[src/rtl/pipeline_hazard_ctrl.sv]
// Stall/flush controller for the 5-stage pipeline: load-use bubbles, branch flushes, memory-wait freezes.
// Define HAZARD_PERF_EN to build the stall_cycles/flush_cycles performance counters.
module pipeline_hazard_ctrl #(
    parameter int unsigned REG_AW      = 5,
    parameter int unsigned LOAD_STALL  = 1,
    parameter int unsigned MEM_TIMEOUT = 64
) (
    input  logic              clk,
    input  logic              reset,
    input  logic [REG_AW-1:0] id_rs1,
    input  logic [REG_AW-1:0] id_rs2,
    input  logic [REG_AW-1:0] ex_rd,
    input  logic              ex_memread,
    input  logic              ex_branch_tk,
    input  logic              mem_req,
    input  logic              mem_ready,
    output logic              pc_en,
    output logic              ifid_en,
    output logic              idex_en,
    output logic              exmem_en,
    output logic              memwb_en,
    output logic              ifid_flush,
    output logic              idex_flush,
    output logic              mem_error,
    output logic [31:0]       stall_cycles,
    output logic [31:0]       flush_cycles
);

    localparam int unsigned LU_CW   = 2;
    localparam int unsigned WAIT_CW = $clog2(MEM_TIMEOUT + 1);

    typedef enum logic [1:0] {
        RUN      = 2'd0,
        LU_STALL = 2'd1,
        MEM_WAIT = 2'd2
    } state_e;

    state_e             state_q, state_d;
    logic [LU_CW-1:0]   lu_cnt_q, lu_cnt_d;
    logic [WAIT_CW-1:0] wait_cnt_q, wait_cnt_d, wait_inc;
    logic               resume_lu_q, resume_lu_d;
    logic               mem_error_q, mem_error_d;

    logic lu, mw, in_lu_stall;

    assign lu = ex_memread && (ex_rd != '0) && ((ex_rd == id_rs1) || (ex_rd == id_rs2));
    assign mw = mem_req && !mem_ready;
    // A memory freeze taken during a load-use stall resumes the stall afterwards.
    assign in_lu_stall = (state_q == LU_STALL) || ((state_q == MEM_WAIT) && resume_lu_q);

    always_ff @(posedge clk or posedge reset) begin
        if (reset) begin
            state_q     <= RUN;
            lu_cnt_q    <= '0;
            wait_cnt_q  <= '0;
            resume_lu_q <= 1'b0;
            mem_error_q <= 1'b0;
        end else begin
            state_q     <= state_d;
            lu_cnt_q    <= lu_cnt_d;
            wait_cnt_q  <= wait_cnt_d;
            resume_lu_q <= resume_lu_d;
            mem_error_q <= mem_error_d;
        end
    end

    always_comb begin
        state_d     = state_q;
        lu_cnt_d    = lu_cnt_q;
        wait_cnt_d  = wait_cnt_q;
        resume_lu_d = resume_lu_q;
        mem_error_d = mem_error_q;
        wait_inc    = (wait_cnt_q == WAIT_CW'(MEM_TIMEOUT)) ? wait_cnt_q
                                                            : WAIT_CW'(wait_cnt_q + WAIT_CW'(1));
        if (mw) begin
            if (state_q == MEM_WAIT) begin
                wait_cnt_d = wait_inc;
                if (wait_inc == WAIT_CW'(MEM_TIMEOUT)) begin
                    mem_error_d = 1'b1;
                end
            end else begin
                state_d     = MEM_WAIT;
                wait_cnt_d  = WAIT_CW'(1);
                resume_lu_d = (state_q == LU_STALL);
            end
        end else if (in_lu_stall) begin
            lu_cnt_d = LU_CW'(lu_cnt_q - LU_CW'(1));
            state_d  = (lu_cnt_q == LU_CW'(1)) ? RUN : LU_STALL;
        end else if (ex_branch_tk) begin
            state_d = RUN;
        end else if (lu && (LOAD_STALL > 1)) begin
            state_d  = LU_STALL;
            lu_cnt_d = LU_CW'(LOAD_STALL - 1);
        end else begin
            state_d = RUN;
        end
    end

    // Enables and flush selects act on the pipeline registers in the same cycle.
    always_comb begin
        pc_en      = 1'b0;
        ifid_en    = 1'b0;
        idex_en    = 1'b0;
        exmem_en   = 1'b0;
        memwb_en   = 1'b0;
        ifid_flush = 1'b0;
        idex_flush = 1'b0;
        if (!reset && !mw) begin
            idex_en  = 1'b1;
            exmem_en = 1'b1;
            memwb_en = 1'b1;
            if (in_lu_stall || (!ex_branch_tk && lu)) begin
                idex_flush = 1'b1;
            end else begin
                pc_en      = 1'b1;
                ifid_en    = 1'b1;
                ifid_flush = ex_branch_tk;
                idex_flush = ex_branch_tk;
            end
        end
    end

    assign mem_error = mem_error_q;

`ifdef HAZARD_PERF_EN
    logic [31:0] stall_cnt_q, flush_cnt_q;

    always_ff @(posedge clk or posedge reset) begin
        if (reset) begin
            stall_cnt_q <= '0;
            flush_cnt_q <= '0;
        end else begin
            if (!pc_en) begin
                stall_cnt_q <= stall_cnt_q + 32'd1;
            end
            if (ifid_flush || idex_flush) begin
                flush_cnt_q <= flush_cnt_q + 32'd1;
            end
        end
    end

    assign stall_cycles = stall_cnt_q;
    assign flush_cycles = flush_cnt_q;
`else
    assign stall_cycles = 32'd0;
    assign flush_cycles = 32'd0;
`endif

endmodule

[config.mk]
export PLATFORM = sky130hd
export DESIGN_NAME = pipeline_hazard_ctrl
export DESIGN_NICKNAME = d
export VERILOG_FILES = /design/src/rtl/pipeline_hazard_ctrl.sv
export SDC_FILE = /design/constraint.sdc
export NUM_CORES = 1
export LEC_CHECK = 0
export ABC_AREA = 1
export CAP_MARGIN = 20
export CORE_ASPECT_RATIO = 1.2
export CORE_MARGIN = 5
export CORE_UTILIZATION = 39
export CTS_CLUSTER_SIZE = 20
export DETAILED_ROUTE_END_ITERATION = 8
export PLACE_DENSITY_LB_ADDON = 0.3
export SYNTH_ARGS = -nofsm -noshare
export SYNTH_HDL_FRONTEND = slang
export SYNTH_SLANG_ARGS = --single-unit
[constraint.sdc]
create_clock -name clk -period 2.7 [get_ports clk]
set_clock_uncertainty 0.2 [all_clocks]
set_input_delay 0.54 -clock clk [delete_from_list [all_inputs] [get_ports clk]]
set_output_delay 0.54 -clock clk [all_outputs]
set_load 0.01 [all_outputs]
==> metrics.yaml, run 1 <==
run_status: "completed"
fin_area_sq_um: 1540
holdPathStages: 2
place_inst: 273
finalNonFillerCells: 277
seq_power_share_pct: 37.6
rsz0062_at_grt: "false"
r2r-end: "mem_error"
p_int_mw: 0.412
dieArea_sq_um: 4960
period_minus_slack_ns: 2.62
grt_overflow_total: 0
postPlaceCellArea_sq_um: 1500
drt_pre_antenna_iters: 4
crit_path_end_kind: "output pin"
antenna_found_initial: 0
grt_pass1_vias: 909
synth_seq_cells: 13
initial_core_util_pct: 39.8
synthDominantCellAreaShare_pct: 35.4
rrSetupSlack_ns: 1.07
required_ns: 1.96
core_sq_um: 3570
p_sw_mw: 0.226
cts-htree-levels: 1
cp_max_fo: 4
gp_congestion: 0.793
peakVddDrop_uv: 266
grt_max_degree: 14
cts_inserted_buffers: 3
utilization_pct: 43.1
insertion_delay_ns: 0.25
port_buffers: 28
via_per_inst: 3.79
drv_slew: 0
hold_slack_ns: 0.277
pre_cts_ws_ns: -0.300
ioPinCount: 93
fmax_mhz: 382
fin_tns_setup_ns: 0
cts_buffer_depth: 2
grt_pass1_wl_mm: 3.94
yosysSeqAreaShare_pct: 22.9
rr_startpoint: "wait_cnt_q[1]"
yosys.area.top_type: "buf_4"
worst_slack_ns: 0.0793
drt_iter0_drc: 17
routed_wl_mm: 2.58
ant_nets: 0
finalSetupViolCount: 0
drcViolationCount: 0
p_sw_share_pct: 35.4
hp-class: "flip-flop to flip-flop"
ys_types: 17
reg2regPathDepth: 9
min_to: "mem_error"
layout_commonest_cell: "conb_1"
synth_area_per_cell_sq_um: 6.84
finalPower_mw: 0.638
fin_nets: 263
cts_tree: "yes"
hpwl_mm: 2.17
setup.worst_path.class: "primary input to output pin"
layout_common_cells: "conb_1 (64), nand2_1 (37), inv_1 (30), nor2_1 (21), clkdlybuf4s50_1 (19)"
diodes: 0
cp-start-kind: "primary input"
synthTopCellsByArea: "buf_4 (35%), dfrtp_1 (23%), nand2_1 (9.8%), inv_1 (7.9%), nor2_1 (5.8%)"
power_density_nw_per_um2: 414
clk_pin_slew_worst_paths_ns: 0.06
grt_usage_pct: 9.85
root_buffer: "clkbuf_8"
leakagePower_nw: 0.931
max-cap-violations: 0
die-height_um: 76.2
drive_gt1_share_pct: 5.04
fp.dieW_um: 65.1
clkPwrFrac_pct: 27.9
hold_viol_final: 0
combPwrFrac_pct: 34.5
yosys_warnings: 0
synth_area_sq_um: 1420
area_growth_pct: 8.27
rows: 24
avgRoutedWirePerCell_um: 9.32
hold_start: "mem_error"
arrival_ns: 1.88
netlist_instances: 208
numClockSinks: 13
via_count: 1051
period_share_pct: 97.1
==> cells by family (layout without fill, tap and decap cells) <==
logic type	count (synthesis)	after routing	share of synthesized area, %
AO/OA/AOI/OAI	11	11	4.40
other	1	64	0.264
XOR/XNOR	9	9	5.54
buffers and inverters	98	65	43.6
adder cells (fa/ha/maj)	3	3	2.64
flip-flops	13	13	22.9
AND/OR/NAND/NOR	73	73	20.7
==> cell type report <==
cell class	count	area [sq um]
fill	367	2030
multi-input combinational	160	716
sequential	13	325
timing repair buffer	31	292
inverter	30	113
tap	39	48.8
clock buffer	3	41.3
clock inverter	1	5.00
==> synthesized netlist by cell type <==
cell type   n
a21oi_1     2
and2_1      1
buf_2       1
buf_4      67
conb_1      1
dfrtp_1    13
ha_1        3
inv_1      30
nand2_1    37
nand3_1    11
nor2_1     22
nor2_2      1
nor3_1      1
o21ai_0     3
o22ai_1     6
xnor2_1     3
xor2_1      6
==> state kept, by name (all words and copies together) (netlist names) <==
register     flops
wait_cnt_q       7
mem_error        1
resume_lu_q      1
state_q          2
lu_cnt_q         2
==> what timing repair did <==
action | 4_1_cts | 5_1_grt
setup endpoints to repair | 4 | 6
hold buffers | 0 | 0
buffers inserted | 0 | 0
cloned | 0 | 0
resized for setup | 7 | 9
==> critical path, cell delays in order <==
cell             delay, ns
clkdlybuf4s50_1       0.48
nor2_2                0.06
nor2_1                0.13
buf_4                 0.15
clkdlybuf4s50_1       0.53
==> layer usage <==
metal	vias to the layer above	share of wire (%)	track usage [%]
li1	558	-	-
met2	58	42	15.5
met5	-	0	0
met1	431	44	13.0
met3	4	11	1.92
met4	0	1.9	4.36
==> worst max-delay path by stage <==
stage	cells after the start	slack [ns]	to	start
3_3_place_gp	12	-0.32	idex_flush	ex_rd[4]
5_1_grt	5	0.009	memwb_en	mem_ready
3_5_place_dp	12	-0.30	idex_flush	ex_rd[4]
4_1_cts	9	0.006	ifid_en	ex_rd[0]
2_1_floorplan	6	0.54	pc_en	mem_req
6_report	5	0.08	memwb_en	mem_ready
==> power by group through the flow <==
stage                     Sequential, mW  Clock, mW  Combinational (mW)
after floorplan                    0.239          0               0.226
after global placement             0.243          0               0.224
after detailed placement           0.244          0               0.226
after CTS                          0.240      0.179               0.222
after global routing               0.243      0.188               0.253
final                              0.240      0.178               0.220
(Power assumes the default switching activity.)
==> run 2, diff against run 1 <==
--- a/config.mk
+++ b/config.mk
@@ -13,6 +13,7 @@
 export CTS_CLUSTER_SIZE = 20
 export DETAILED_ROUTE_END_ITERATION = 8
 export PLACE_DENSITY_LB_ADDON = 0.3
+export SETUP_SLACK_MARGIN = 0.4
 export SYNTH_ARGS = -nofsm -noshare
 export SYNTH_HDL_FRONTEND = slang
 export SYNTH_SLANG_ARGS = --single-unit
==> run 2 against run 1 <==
Effect of this change:
- hold slack barely moved
- utilization is 1.5 points lower
- critical endpoint is now ifid_flush
- combinational power is 3% lower
- register-to-register slack barely moved
- sequential cell count unchanged
- largest cell class unchanged
- worst setup slack better by 0.41 ns
- sequential power barely moved
- die area unchanged
- cell count did not move
- fmax increased by 19%
- routed wire length is 0.43% higher
- clock power hardly changed
==> metrics.yaml, run 2 (same netlist as run 1, synthesis figures left out) <==
power_density_nw_per_um2: 426
rsz0062_at_grt: "true"
clk_pin_slew_worst_paths_ns: 0.06
utilization_pct: 41.6
p_int_mw: 0.403
ioPinCount: 93
cts_inserted_buffers: 3
arrival_ns: 1.47
layout_common_cells: "conb_1 (64), nand2_1 (37), inv_1 (30), nor2_1 (19), dfrtp_1 (13)"
diodes: 0
cts_buffer_depth: 2
fin_area_sq_um: 1490
setup.worst_path.class: "primary input to output pin"
cts_hold_buf: 0
clkPwrFrac_pct: 28.2
die-height_um: 76.2
period_share_pct: 81.8
period_minus_slack_ns: 2.21
fmax_mhz: 453
insertion_delay_ns: 0.25
drive_gt1_share_pct: 13.4
postCtsSetupRepairBufs: 0
worstSetupStartpoint: "reset"
root_buffer: "clkbuf_8"
core_sq_um: 3570
drt_pre_antenna_iters: 4
finalPower_mw: 0.632
drt_iter0_drc: 29
cp-endpoint: "ifid_flush"
grt_pass1_vias: 909
numClockSinks: 13
rrSetupSlack_ns: 1.07
fp.dieW_um: 65.1
ant_nets: 0
port_buffers: 28
crit_path_end_kind: "output pin"
largestRegisters: "wait_cnt_q: 7 flops, lu_cnt_q: 2 flops, state_q: 2 flops"
hold_viol_final: 0
drv_slew: 0
rows: 24
max-cap-violations: 0
leakagePower_nw: 0.915
area_growth_pct: 4.40
antenna_found_initial: 0
drcViolationCount: 0
largest_reg_flops: 7
p_sw_share_pct: 36.2
routed_wl_mm: 2.59
cp-start-kind: "primary input"
regMostFlops: "wait_cnt_q"
peakVddDrop_uv: 264
initial_core_util_pct: 39.8
fin_nets: 263
r2r-end: "mem_error"
hpwl_mm: 2.17
cp_max_fo: 2
via_count: 1058
via_per_inst: 3.82
avgRoutedWirePerCell_um: 9.36
layout_commonest_cell: "conb_1"
reg2regPathDepth: 9
grt_usage_pct: 9.88
run_status: "completed"
cts_tree: "yes"
grt_pass1_wl_mm: 3.95
holdPathStages: 2
fin_tns_setup_ns: 0
postPlaceCellArea_sq_um: 1500
seq_power_share_pct: 38.0
cts-htree-levels: 1
p_sw_mw: 0.229
required_ns: 1.96
finalSetupViolCount: 0
grt_overflow_total: 0
hp-class: "flip-flop to flip-flop"
grt_max_degree: 14
combPwrFrac_pct: 33.8
dieArea_sq_um: 4960
gp_congestion: 0.793
rr_startpoint: "wait_cnt_q[1]"
run 2: changes by cell type in the layout (fill, tap and decap cells not counted), moves of 2 or more:
| cell | delta |
|---|---|
| nor2_2 | +2 |
| clkbuf_2 | +8 |
| dlymetal6s2s_1 | -3 |
| nor2_1 | -2 |
| buf_2 | +5 |
| clkdlybuf4s15_2 | +3 |
| clkdlybuf4s50_1 | -15 |
run 2: power groups by stage:
stage / logic [mW] / clock network, mW / registers, mW
finish: 0.214 / 0.178 / 0.240
global placement: 0.224 / 0 / 0.243
floorplan: 0.226 / 0 / 0.239
global route: 0.246 / 0.188 / 0.243
detailed placement: 0.226 / 0 / 0.244
CTS: 0.212 / 0.179 / 0.240
run 2: worst min-delay path by stage:
stage                           start     endpoint  slack (ns)
after floorplan                 reset  lu_cnt_q[0]        0.22
after global placement      mem_error    mem_error        0.26
after detailed placement    mem_error    mem_error        0.26
after CTS                   mem_error    mem_error        0.28
after global routing      lu_cnt_q[0]  lu_cnt_q[0]        0.30
final                       mem_error    mem_error        0.28
run 2: through the flow:
step                hold WS, ns  worst slack (ns)  cells
floorplan                 0.217             0.542    271
global placement          0.258            -0.316    273
finish                    0.277             0.492    277
global route              0.304             0.386    277
CTS                       0.280             0.382    277
detailed placement        0.258            -0.300    273
run 2: timing repair:
item	4_1_cts	5_1_grt
pin swaps	14	18
endpoints found under the hold margin	0	0
gates resized for setup	47	27
setup endpoints to repair	7	4
run 2: critical path: stages:
cell and delay (ns):
clkdlybuf4s50_1 0.43, nor2_2 0.11, inv_1 0.08, nor3_2 0.15, buf_2 0.15
run 2: final cells by class:
class                      instances  area (sq um)
multi-input combinational        160           731
tap                               39          48.8
inverter                          30           113
sequential                        13           325
clock buffer                       3          41.3
fill                             377          2090
clock inverter                     1          5.00
timing repair buffer              31           221
run 2: metal layers:
layer  GRT usage, %  up-vias  share of wire, %
met4           4.36        0               1.9
met3           2.06        4                11
met5              0        -                 0
li1               -      557                 -
met2           15.5       58                44
met1           13.0      439                43
